`src/rtl/fir_mac_sched_pkg.sv`:
```
// Shared types and helpers for the round-robin FIR MAC scheduler.
package fir_mac_sched_pkg;

    localparam int TAP_W  = 7;
    localparam int MAX_CH = 16;

    typedef enum logic [2:0] {
        IDLE,
        SHIFT,
        MAC,
        WAIT,
        WRITE
    } state_e;

    typedef struct packed {
        logic       vld;
        logic [3:0] idx;
    } grant_t;

    // Requests above NUM_CH are zero, so a mod-16 search equals a mod-NUM_CH one.
    function automatic grant_t rr_pick(input logic [MAX_CH-1:0] req,
                                       input logic [3:0]        ptr);
        grant_t     g;
        logic [4:0] k;
        g = '0;
        for (int i = MAX_CH - 1; i >= 0; i--) begin
            k = 5'(ptr) + 5'(i);
            if (req[k[3:0]]) begin
                g.vld = 1'b1;
                g.idx = k[3:0];
            end
        end
        return g;
    endfunction

endpackage

```
`src/rtl/fir_mac_sched_arb.sv`:
```
// Combinational round-robin arbiter: request vector plus pointer to grant.
module fir_rr_arbiter
    import fir_mac_sched_pkg::*;
#(
    parameter int NUM_CH = 4,
    parameter int CH_W   = (NUM_CH > 1) ? $clog2(NUM_CH) : 1
) (
    input  logic [NUM_CH-1:0] req_i,
    input  logic [CH_W-1:0]   ptr_i,
    output logic              gnt_vld_o,
    output logic [CH_W-1:0]   gnt_idx_o
);

    logic [MAX_CH-1:0] req_pad;
    grant_t            g;

    assign req_pad   = MAX_CH'(req_i);
    assign g         = rr_pick(req_pad, 4'(ptr_i));
    assign gnt_vld_o = g.vld;
    assign gnt_idx_o = CH_W'(g.idx);

endmodule

```
`src/rtl/fir_mac_sched.sv`:
```
// Round-robin scheduler time-sharing one complex MAC among NUM_CH channels.
// Define FIR_MAC_SCHED_STATS_EN to add per-channel output and stall counters.
module fir_mac_sched
    import fir_mac_sched_pkg::*;
#(
    parameter int NUM_CH     = 4,
    parameter int TAPS       = 20,
    parameter int DECIMATION = 1,
    parameter int CH_W       = (NUM_CH > 1) ? $clog2(NUM_CH) : 1
) (
    input  logic                    clk,
    input  logic                    rst,
    input  logic [NUM_CH-1:0]       x_empty,
    output logic [NUM_CH-1:0]       x_rd_en,
    input  logic [NUM_CH-1:0]       y_full,
    output logic [NUM_CH-1:0]       y_wr_en,
    output logic [CH_W-1:0]         mac_ch,
    output logic                    mac_shift,
    output logic                    mac_valid,
    output logic [TAP_W-1:0]        mac_tap,
    output logic                    mac_first,
    output logic                    mac_last,
    input  logic                    mac_done,
`ifdef FIR_MAC_SCHED_STATS_EN
    output logic [NUM_CH-1:0][15:0] stat_out_cnt,
    output logic [15:0]             stat_stall_cnt,
`endif
    output logic                    busy
);

    state_e           state_q, state_d;
    logic [CH_W-1:0]  ch_q, ch_d;
    logic [CH_W-1:0]  ptr_q, ptr_d;
    logic [TAP_W-1:0] tap_q, tap_d;
    logic [7:0]       dec_q [NUM_CH];
    logic [7:0]       dec_cur, dec_nxt;
    logic             dec_wr;
    logic [CH_W-1:0]  nxt_ptr;
    logic             gnt_vld;
    logic [CH_W-1:0]  gnt_idx;

    fir_rr_arbiter #(
        .NUM_CH (NUM_CH),
        .CH_W   (CH_W)
    ) u_arb (
        .req_i     (~x_empty & ~y_full),
        .ptr_i     (ptr_q),
        .gnt_vld_o (gnt_vld),
        .gnt_idx_o (gnt_idx)
    );

    assign dec_cur = dec_q[ch_q];
    assign nxt_ptr = (ch_q == CH_W'(NUM_CH - 1)) ? '0 : CH_W'(ch_q + 1'b1);
    assign mac_ch  = ch_q;
    assign busy    = (state_q != IDLE);

    always_comb begin
        state_d   = state_q;
        ch_d      = ch_q;
        ptr_d     = ptr_q;
        tap_d     = tap_q;
        dec_wr    = 1'b0;
        dec_nxt   = dec_cur;
        x_rd_en   = '0;
        y_wr_en   = '0;
        mac_shift = 1'b0;
        mac_valid = 1'b0;
        mac_tap   = '0;
        mac_first = 1'b0;
        mac_last  = 1'b0;
        case (state_q)
            IDLE: begin
                if (gnt_vld) begin
                    ch_d    = gnt_idx;
                    state_d = SHIFT;
                end
            end
            SHIFT: begin
                x_rd_en[ch_q] = 1'b1;
                mac_shift     = 1'b1;
                dec_wr        = 1'b1;
                if (dec_cur == 8'(DECIMATION - 1)) begin
                    dec_nxt = '0;
                    tap_d   = '0;
                    state_d = MAC;
                end else begin
                    dec_nxt = dec_cur + 8'd1;
                    ptr_d   = nxt_ptr;
                    state_d = IDLE;
                end
            end
            MAC: begin
                mac_valid = 1'b1;
                mac_tap   = tap_q;
                mac_first = (tap_q == '0);
                mac_last  = (tap_q == TAP_W'(TAPS - 1));
                if (mac_last) begin
                    tap_d   = '0;
                    state_d = WAIT;
                end else begin
                    tap_d = tap_q + 1'b1;
                end
            end
            WAIT: begin
                if (mac_done) state_d = WRITE;
            end
            WRITE: begin
                if (!y_full[ch_q]) begin
                    y_wr_en[ch_q] = 1'b1;
                    ptr_d         = nxt_ptr;
                    state_d       = IDLE;
                end
            end
            default: state_d = IDLE;
        endcase
    end

    always_ff @(posedge clk or posedge rst) begin
        if (rst) begin
            state_q <= IDLE;
            ch_q    <= '0;
            ptr_q   <= '0;
            tap_q   <= '0;
            for (int i = 0; i < NUM_CH; i++) dec_q[i] <= '0;
        end else begin
            state_q <= state_d;
            ch_q    <= ch_d;
            ptr_q   <= ptr_d;
            tap_q   <= tap_d;
            for (int i = 0; i < NUM_CH; i++) begin
                if (dec_wr && ch_q == CH_W'(i)) dec_q[i] <= dec_nxt;
            end
        end
    end

`ifdef FIR_MAC_SCHED_STATS_EN
    logic [NUM_CH-1:0][15:0] out_cnt_q;
    logic [15:0]             stall_q;
    logic                    stall_now;

    assign stall_now = (state_q == WAIT) ||
                       (state_q == WRITE && y_full[ch_q]);

    always_ff @(posedge clk or posedge rst) begin
        if (rst) begin
            out_cnt_q <= '0;
            stall_q   <= '0;
        end else begin
            for (int i = 0; i < NUM_CH; i++) begin
                if (y_wr_en[i]) out_cnt_q[i] <= out_cnt_q[i] + 16'd1;
            end
            if (stall_now && stall_q != 16'hFFFF) stall_q <= stall_q + 16'd1;
        end
    end

    assign stat_out_cnt   = out_cnt_q;
    assign stat_stall_cnt = stall_q;
`endif

endmodule

```
`config.mk`:
```
export PLATFORM = sky130hd
export DESIGN_NAME = fir_mac_sched
export DESIGN_NICKNAME = d
export VERILOG_FILES = /design/src/rtl/fir_mac_sched_pkg.sv /design/src/rtl/fir_mac_sched_arb.sv /design/src/rtl/fir_mac_sched.sv
export SDC_FILE = /design/constraint.sdc
export NUM_CORES = 1
export LEC_CHECK = 0
export ABC_AREA = 1
export BUFFER_PORTS_ARGS = -buffer_cell sky130_fd_sc_hd__buf_2
export CAP_MARGIN = 30
export CORE_UTILIZATION = 50
export CTS_BUF_LIST = sky130_fd_sc_hd__clkbuf_2 sky130_fd_sc_hd__clkbuf_4 sky130_fd_sc_hd__clkbuf_8
export CTS_CLUSTER_DIAMETER = 30
export DETAILED_ROUTE_END_ITERATION = 6
export PLACE_DENSITY = 0.8
export REMOVE_ABC_BUFFERS = 1
export SLEW_MARGIN = 40
export SYNTH_ARGS = -nofsm -noshare
export SYNTH_HDL_FRONTEND = slang
export SYNTH_HIERARCHICAL = 1
export SYNTH_SLANG_ARGS = --single-unit
```
`constraint.sdc`:
```
create_clock -name clk -period 2.5 [get_ports clk]
set_clock_uncertainty 0.05 [all_clocks]
set_input_delay 0.5 -clock clk [delete_from_list [all_inputs] [get_ports clk]]
set_output_delay 0.5 -clock clk [all_outputs]
set_load 0.05 [all_outputs]
```
## Word level (Yosys, flattened, before mapping)

Cells that the tools add are included.
Widths: inputs -> output; s select.

| word-level totals | value |
|---|---|
| register bits | 46 |
| input bits | 11 |
| output and inout bits | 22 |

| operators by class | value |
|---|---|
| add/subtract/negate cells | 18 |
| $lt $le $gt $ge | 19 |
| eq/ne operators | 14 |
| muxes and demuxes | 78 |
| bitwise logic cells | 4 |
| reductions and logical operators | 16 |

Operators with widths:

| cell | number |
|---|---|
| $mux 5 | 16 |
| $lt 4x5->1 const B | 15 |
| $bmux 1 s4 | 15 |
| $add 2x4->4 const B | 8 |
| $mux 8 | 4 |
| $mux 1 | 22 |
| $mux 7 | 3 |
| $add 2x3->4 const B | 4 |
| $bmux 8 s2 | 1 |
| $pmux 3 s5 | 1 |
| $pmux 7 s2 | 1 |
| $mux 3 | 4 |
| $mux 4 | 3 |
| $ne 2x2->1 const B | 5 |
| $add 8x1->8 const B | 1 |
| $logic_not 8->1 | 1 |
| $mux 2 | 4 |
| $not 4->4 | 2 |
| $add 7x1->7 const B | 1 |
| $eq 7x5->1 const B | 1 |
| $logic_not 7->1 | 1 |
| $add 2x2->3 const B | 2 |
| $eq 3x2->1 const B | 2 |
| $logic_and 1x1->1 | 5 |
| other kinds (23) | 27 |

## Depth between registers and ports, before layout

Gate-level depths: netlist (run 1).

| depth | value |
|---|---|
| word-level depth | 22 |
| gate-level depth with buffers | 14 |
| mapped depth without buffers | 13 |

## Hierarchy

Netlist (run 1), hierarchy kept.

By module, submodules not included:

| module | times used | cells an instance | area each (um2) | sequential area each (um2) |
|---|---|---|---|---|
| fir_mac_sched | 1 | 364 | 2681.3 | 1151.1 |
| fir_rr_arbiter | 1 | 63 | 316.6 | 0.0 |

## Worst setup path before layout (run 1)

OpenSTA, ideal clock, no wires.

| timing | value |
|---|---|
| path kind | register -> output |
| start point | reg state_q[2] |
| end point | out mac_first |
| data arrival time | 2.134 ns |
| data required time | 1.950 ns |
| slack | -0.184 ns |
| stages on the path, launching flop included | 5 |
| path through | dfrtp_1 nor2_1 nand2_1 clkbuf_1 nor3b_1 |

| between the ends | value |
|---|---|
| longest elaborated chain between the ends | 2 |

Ends and longest elaborated chain:

| what | line | text |
|---|---|---|
| from (decl) | fir_mac_sched.sv:31 | `state_e state_q, state_d;` |
| from (signal assigned) | fir_mac_sched.sv:126 | `state_q <= state_d;` |
| $eq 3x2->1 | fir_mac_sched.sv:71 | `case (state_q)` |
| $mux 1 | fir_mac_sched.sv:71 |  |
| to (decl) | fir_mac_sched.sv:21 | `output logic mac_first,` |

Every way passes these cells.

## Worst setup path after layout (run 1)

| timing | value |
|---|---|
| start point | reg ch_q[1] (netlist: mac_ch[1]) |
| end point | out y_wr_en[0] |

| between the ends | value |
|---|---|
| longest elaborated chain between the ends | 6 |
| elaborated cells on any way between the ends | 9 |

Ends and longest elaborated chain:

| what | line | text |
|---|---|---|
| from (decl) | fir_mac_sched.sv:32 | `logic [CH_W-1:0] ch_q, ch_d;` |
| from (signal assigned) | fir_mac_sched.sv:127 | `ch_q <= ch_d;` |
| $lt 2x3->1 (implied by the code) / $ge 2x1->1 (equally long branches) | fir_mac_sched.sv:109 | `y_wr_en[ch_q] = 1'b1;` |
| $logic_and 1x1->1 (implied by the code) | fir_mac_sched.sv:109 |  |
| $mux 1 (implied by the code) | fir_mac_sched.sv:109 |  |
| $demux 1 s2 | fir_mac_sched.sv:109 |  |
| $mux 4 (*) | fir_mac_sched.sv:108 | `if (!y_full[ch_q]) begin` |
| $mux 4 (*) | fir_mac_sched.sv:71 |  |
| to (decl) | fir_mac_sched.sv:16 | `output logic [NUM_CH-1:0] y_wr_en,` |

Mark *: on every way between the ends. The rest lies on a longest branch, timed or not. The select of a mux whose other input is x is not followed.

==> summary.md, run 1 <==
| Metric | Value |
|---|---|
| Status | completed |
| Worst-path clk slew | 0.08 ns |
| Critical Path Sink Type | primary output |
| Synth async-reset ratio | 100% |
| Global-route wire length before repair | 12300 um |
| CTS tree | built |
| Die Height | 79.4 um |
| Max layer used | met4 |
| F_max | 423 MHz |
| Sequential-to-total area share from yosys stat | 38.4% |
| Root Buffer | clkbuf_8 |
| Gate power share | 60.8% |
| Peak supply drop | between 0.0006 and 0.0007 V |
| Synth Warn # | 6 |
| Post-synth top area share | 38.4% |
| Power, Total | 4.92 mW |
| Routability Congestion | around 0.9 |
| Hold Vio Cnt, Final | 0 |
| Residual DRC | 0 |
| Utilization after layout | 60.0% |
| Final Critical Period | 2.36 ns |
| Synth Register Bits | 46 |
| Mapped Cells | between 400 and 500 |
| DRT Pass-1 Iters | 5 |
| Finished Cell Area | 3380 um^2 |
| Pwr dens | 1450 nW/um^2 |
| Sw power | 2.57 mW |
| Clk buf depth | 2 |
| Largest area contributor in the netlist | dfrtp_1 |
| DRT met1 WL | 3150 um |
| Share of layout cells above drive strength 1 | between 15 and 20% |
| Crit-path max cell delay | 0.39 ns |
| Total placed cells including tap cells | 526 |
| Post-synth EDFFs | 0 |
| Nets@finish | 482 |
| Non-Filler Instances | between 500 and 600 |
| Worst Path Required | approximately 2 ns |
| Clock latency on the worst-skew pair | roughly 0.31 ns |
| P&R area growth vs syn | 12.9% |
| Core ar. | 5640 um^2 |
| DPL Wire Length | 5200 um |
| Routed length per instance | 13.3 um |
| Critical Path Start Type | register |
| Tcrit/Tclk final | 94.6% |
| WL met2 | roughly 3400 um |
| Max cap viols | 0 |
| Mapped Avg Cell Area | 7.02 um^2 |
| Violation count after the first detailed-routing iteration | a little over 200 |
| Vias in the first global route | 2777 |
| Die area | 6310 um^2 |
| Largest net degree at the start of global routing | 23 |
| IO Port Bufs | 32 |
| CTS resizes | 0 |
| Most common cell after layout, fill and taps aside | nand2_1 |
| Met3 WL post-DR | 324 um |
| Io pins | 33 |
| H-tree Lvls | 2 |
| Slew @ Worst Pin | 0.445 ns |
| Sw frac | 52.3% |
| Crit-path cells | buf_4 -> nand3_1 -> and2_1 -> inv_1 -> nand2_1 -> nor2_1 -> clkbuf_4 |
| Top_reg_cell synth | dfrtp_1 |
| Leakage Power | between 1.5 and 2 nW |
| Largest cells by area after synthesis | dfrtp_1, nand2_1, nand3_1, inv_1, ha_1 |
| ANT cells | 0 |
| Hold/Removal Path Class | input port to asynchronous set/reset pin |
| Clk sink count | 46 |
| DIE WIDTH | between 70 and 80 um |
| Worst-path fanout max | 14 |
| Clock Power Share | 13.8% |
| Leading cell types in the layout, fill and taps excluded | nand2_1, dfrtp_1, nand3_1, inv_1, nor2_1 |
| Pins Over Slew Limit | 0 |
| Total grt overflow | 0 |
| Kind of critical path | register to primary output |
| RSZ-0062 raised after global routing | false |
| Row count | 27 |
| Detail Route Antenna Nets | 0 |
| Area post-placement | 3220 um^2 |
| GRT Util Overall | 25.2% |
| Cell area after synthesis | roughly 3000 um^2 |
| Initial antenna violation count | 0 |
| Worst path slowest cell | dfrtp_1 |
| Distinct cells, synth | 31 |
| Int Pwr | 2.34 mW |
| Via count | 2869 |
| WP data arrival | 1.81 ns |
| Final Setup Violations | 0 |
| Routed wire length | 7130 um |
| Average via count per standard cell | between 5 and 6 |
| Reg power frac | 25.4% |
| Hold buffer count at CTS | 0 |
| Initial Utilization | between 50% and 60% |
| Max-slew headroom | 70.3% |
| Postcts setup bufs | 0 |
| Total CTS buffers | 5 |
## final cells by class
class / count / area [um^2]
Clock buffer: 6 / 82.6
Clock inverter: 2 / 60.1
Fill cell: 493 / 2260
Inverter: 44 / 174
Multi-Input combinational cell: 326 / 1620
Sequential cell: 46 / 1150
Tap cell: 72 / 90.1
Timing Repair Buffer: 38 / 210
## layer usage
layer / vias up / track usage (%)
met5: - / 0
met4: 0 / 12.9
met3: 25 / 3.31
met2: 93 / 42.6
met1: 1327 / 31.3
li1: 1424 / -
## worst max-delay path, delay by kind of cell, from the launching register on
kind          cells  cell delay (ns)
simple gates      4             0.56
buf+inv           3             0.57
flops             1             0.39
## cell usage after synthesis (2+ instances only)
library cell,number
buf_6,2
nor3b_1,2
nand3_2,8
nand2_1,160
inv_2,5
nand3_1,45
o22ai_1,4
nand4_1,6
inv_1,38
nand2_2,7
nor2_2,4
o21ai_1,10
a21oi_1,4
o21ai_0,15
ha_1,10
nor2_1,33
dfrtp_1,46
o21ai_2,2
xor2_1,4
nand3b_1,2
nor2_4,4
buf_2,7
## cells by family (layout without fill, tap and decap cells)
kind of cell	Yosys count	count (layout)	synth area share, %
AO/OA/AOI/OAI	36	36	6.55
XOR/XNOR	5	5	1.46
adder cells (fa/ha/maj)	10	10	4.17
buffers and inverters	55	90	7.89
flip-flops	46	46	38.4
AND/OR/NAND/NOR	275	275	41.5
## per-stage QoR
stage / setup TNS [ns] / worst slack [ns] / hold WS [ns]
5_1_grt: 0 / 0.0338 / 0.0272
3_5_place_dp: 0 / 0.363 / 0.351
3_3_place_gp: 0 / 0.380 / 0.347
2_1_floorplan: -1.70 / -0.396 / 0.399
4_1_cts: 0 / 0.0222 / 0.0197
6_report: 0 / 0.135 / 0.0183
## sequential cells by signal, indices dropped and copies added (netlist names)
register / cells
tap_q: 7
dec_q: 32
state_q: 3
ptr_q: 2
mac_ch: 2
## power by group through the flow
stage	clock (mW)	combinational (mW)	sequential, mW
CTS	0.690	2.96	1.24
finish	0.678	2.99	1.25
detailed placement	0	2.94	1.25
global placement	0	2.87	1.23
floorplan	0	2.17	1.31
global route	0.715	3.38	1.29
## final timing paths
check	start	endpoint	slack [ns]	cells past startpoint
worst max-delay path	mac_ch[1]$_DFFE_PP0P_	y_wr_en[0]	0.14	7
worst min-delay path	rst	tap_q[3]$_DFFE_PP0P_	0.02	2
worst max register to register	mac_ch[0]$_DFFE_PP0P_	dec_q[10]$_DFFE_PP0P_	0.44	10
worst min register to register	dec_q[23]$_DFFE_PP0P_	dec_q[23]$_DFFE_PP0P_	0.44	2
max in group asynchronous	rst	mac_ch[1]$_DFFE_PP0P_	1.85	3
min in group clk	mac_done	state_q[0]$_DFFE_PP0P_	0.40	4
Note: power is estimated with default switching activity, not from simulation.
==> run 2, diff against run 1 <==
--- a/config.mk
+++ b/config.mk
@@ -8,11 +8,13 @@
 export ABC_AREA = 1
 export BUFFER_PORTS_ARGS = -buffer_cell sky130_fd_sc_hd__buf_2
 export CAP_MARGIN = 30
-export CORE_UTILIZATION = 50
+export CELL_PAD_IN_SITES_DETAIL_PLACEMENT = 1
+export CELL_PAD_IN_SITES_GLOBAL_PLACEMENT = 1
+export CORE_UTILIZATION = 44
 export CTS_BUF_LIST = sky130_fd_sc_hd__clkbuf_2 sky130_fd_sc_hd__clkbuf_4 sky130_fd_sc_hd__clkbuf_8
 export CTS_CLUSTER_DIAMETER = 30
 export DETAILED_ROUTE_END_ITERATION = 6
-export PLACE_DENSITY = 0.8
+export PLACE_DENSITY = 0.92
 export REMOVE_ABC_BUFFERS = 1
 export SLEW_MARGIN = 40
 export SYNTH_ARGS = -nofsm -noshare
==> constraint.sdc (replaced) <==
create_clock -name clk -period 2.5 [get_ports clk]
set_clock_uncertainty 0.05 [all_clocks]
set_input_delay 0.5 -clock clk [delete_from_list [all_inputs] [get_ports clk]]
set_output_delay 0.5 -clock clk [all_outputs]
set_load 0.005 [all_outputs]
==> run 2 against run 1 <==
  * The flow now finishes with violations (DRC)
  * Clock-buffer cell count unchanged
  * Global-route usage increased by 1.3 points
  * Highest routed layer unchanged
  * Sequential power about the same
  * Die area increased by 13%
  * Cell count increased by 0.56%
  * Register-to-register slack got worse by 0.10 ns
  * Power decreased by 5.1%
  * Clock power decreased by 15%
  * Flip-flop and latch count unchanged
==> summary.md, run 2 (synthesis results as in run 1) <==
| Metric | Value |
|---|---|
| Reg power frac | 26.7% (+1.3 points) |
| WP data arrival | 1.76 ns (-0.05 ns) |
| ANT cells | 0 (unchanged) |
| Final Critical Period | 2.31 ns (-0.0569 ns) |
| Sw frac | 52.5% (+0.23 points) |
| Worst hold margin | 0.105 ns (+0.0866 ns) |
| Slew @ Worst Pin | 0.429 ns (-0.0162 ns) |
| DRT Pass-1 Iters | 6 (+1) |
| Max cap viols | 0 (unchanged) |
| Int Pwr | 2.21 mW (-5.6%) |
| Kind of critical path | register to primary output |
| H-tree Lvls | 2 (unchanged) |
| Gate power share | 60.8% (about the same) |
| Tcrit/Tclk final | 92.3% (-2.3 points) |
| Hold/Removal Path Class | input port to asynchronous set/reset pin |
| Power, Total | 4.66 mW (-5.1%) |
| Postcts setup bufs | 0 (unchanged) |
| Non-Filler Instances | 537 (+0.56%) |
| Row count | 29 (+7.4%) |
| FILL cells | 871 (+77%) |
| RSZ-0062 raised after global routing | false |
| R2R depth | 10 (unchanged) |
| Via count | 2916 (+1.6%) |
| Sw power | 2.45 mW (-4.7%) |
| Detail Route Antenna Nets | 0 (unchanged) |
| Residual DRC | 2 (+2) |
| Vias in the first global route | 3098 (+12%) |
| CTS tree | built |
| Finished Cell Area | 3350 um^2 (-1.0%) |
| Nets@finish | 480 (-0.41%) |
| Max-slew headroom | 71.4% (+1.1 points) |
| Area post-placement | 3230 um^2 (+0.16%) |
| Worst Path Required | 1.95 ns (about the same) |
| Leakage Power | 1.76 nW (-1.0%) |
| Hold buffer count at CTS | 0 (unchanged) |
| Clk buf depth | 2 (unchanged) |
| Final Setup Violations | 0 (unchanged) |
| F_max | 433 MHz (+2.5%) |
| DPL Wire Length | 6320 um (+22%) |
| Clock latency on the worst-skew pair | 0.31 ns (about the same) |
| Initial antenna violation count | 0 (unchanged) |
| GRT Util Overall | 26.5% (+1.3 points) |
| Share of layout cells above drive strength 1 | 17.4% (-0.36 points) |
| Leading cell types in the layout, fill and taps excluded | nand2_1, dfrtp_1, nand3_1, inv_1, nor2_1 |
| Core ar. | 6460 um^2 (+14%) |
| IO Port Bufs | 32 (unchanged) |
| Violation count after the first detailed-routing iteration | 122 (-40%) |
| Clk sink count | 46 (unchanged) |
| Most flops, register | dec_q |
| Pwr dens | 1390 nW/um^2 (-4.2%) |
| Most common cell after layout, fill and taps aside | nand2_1 |
| Max reg flops | 32 (unchanged) |
| Io pins | 33 (unchanged) |
| Routed wire length | 8670 um (+22%) |
| Routed length per instance | 16.1 um (+21%) |
| Failing checks | DRC |
| Hold Vio Cnt, Final | 0 (unchanged) |
| Routability Congestion | 0.918 (+1.0%) |
| DIE WIDTH | 84.5 um (+6.4%) |
| Critical Path Start Type | register |
| Global-route wire length before repair | 14900 um (+22%) |
| Initial Utilization | 46.4% (-6.7 points) |
| Pins Over Slew Limit | 0 (unchanged) |
| CTS resizes | 0 (unchanged) |
| Peak supply drop | 0.000361 V (-47%) |
| Fin Setup TNS | 0 ns (unchanged) |
| Status | finished with violations |
| Average via count per standard cell | 5.43 (+1.1%) |
| Critical Path Sink Type | primary output |
| Worst-path fanout max | 22 (+8) |
| Total CTS buffers | 5 (unchanged) |
| Largest registers | dec_q: 32 flops, tap_q: 7 flops, state_q: 3 flops |
| Worst-path clk slew | 0.09 ns (about the same) |
| Root Buffer | clkbuf_8 |
| Die area | 7150 um^2 (+13%) |
| Total placed cells including tap cells | 529 (+0.57%) |
| P&R area growth vs syn | 11.7% |
| Clock Power Share | 12.4% (-1.4 points) |
| Die Height | 84.5 um (+6.4%) |
| Largest net degree at the start of global routing | 27 (+17%) |
| Total grt overflow | 0 (unchanged) |
==> run 2: cell count changes in the layout (fill, tap and decap cells not counted) <==
cell        delta
bufinv_16      -1
nor2_1         +1
inv_2          +1
buf_12         +1
clkbuf_4       -1
clkinvlp_4     +1
clkinv_2       +1
nor2_2         -1
clkinv_1       -1
buf_4          -3
buf_2          +2
inv_4          -1
clkbuf_8       -1
==> run 2: final cells by class <==
class	count	area [um^2]	area share, %
timing repair buffer	36	203	6.05
inverter	44	173	5.16
clock buffer	6	76.3	2.28
multi-input combinational	326	1610	48.2
tap	77	96.3	2.88
sequential	46	1150	34.4
clock inverter	2	37.5	1.12
==> run 2: worst max-delay path, stage by stage (launching register included) <==
cell     delay [ns]
dfrtp_1        0.40
inv_2          0.30
nand2_1        0.10
nand3_1        0.08
and2_1         0.17
inv_1          0.06
nand2_1        0.15
nor2_1         0.06
buf_2          0.13
==> run 2: final timing paths <==
path / from / end / slack, ns
worst max-delay path: mac_ch[0]$_DFFE_PP0P_ / y_wr_en[3] / 0.19
max in group asynchronous: rst / dec_q[7]$_DFFE_PP0P_ / 1.83
min in group clk: mac_done / state_q[0]$_DFFE_PP0P_ / 0.43
worst max register to register: mac_ch[0]$_DFFE_PP0P_ / dec_q[18]$_DFFE_PP0P_ / 0.34
worst min register to register: dec_q[7]$_DFFE_PP0P_ / dec_q[7]$_DFFE_PP0P_ / 0.44
worst min-delay path: rst / tap_q[6]$_DFFE_PP0P_ / 0.10
==> run 2: per-stage QoR <==
stage	utilization, %	setup WS [ns]
floorplan	-	0.435
global placement	50.0	0.495
detailed placement	50.0	0.390
CTS	51.8	0.108
global route	51.9	0.0693
finish	51.9	0.192
==> run 2: power by group through the flow <==
stage          logic (mW)  clock network (mW)  registers [mW]
2_1_floorplan        1.94                   0            1.25
3_3_place_gp         2.61                   0            1.24
3_5_place_dp         2.76                   0            1.25
4_1_cts              2.82               0.593            1.24
5_1_grt              3.18               0.619            1.29
6_report             2.84               0.579            1.25
==> run 2: layer usage <==
| metal | part of all wire, % | wire length (um) | vias to the layer above | global-route usage, % |
|---|---|---|---|---|
| li1 | - | - | 1422 | - |
| met1 | 44 | 3840 | 1435 | 34.2 |
| met2 | 51 | 4410 | 49 | 45.8 |
| met3 | 3.5 | 301 | 10 | 3.93 |
| met4 | 1.3 | 112 | 0 | 8.63 |
| met5 | 0 | 0 | - | 0 |
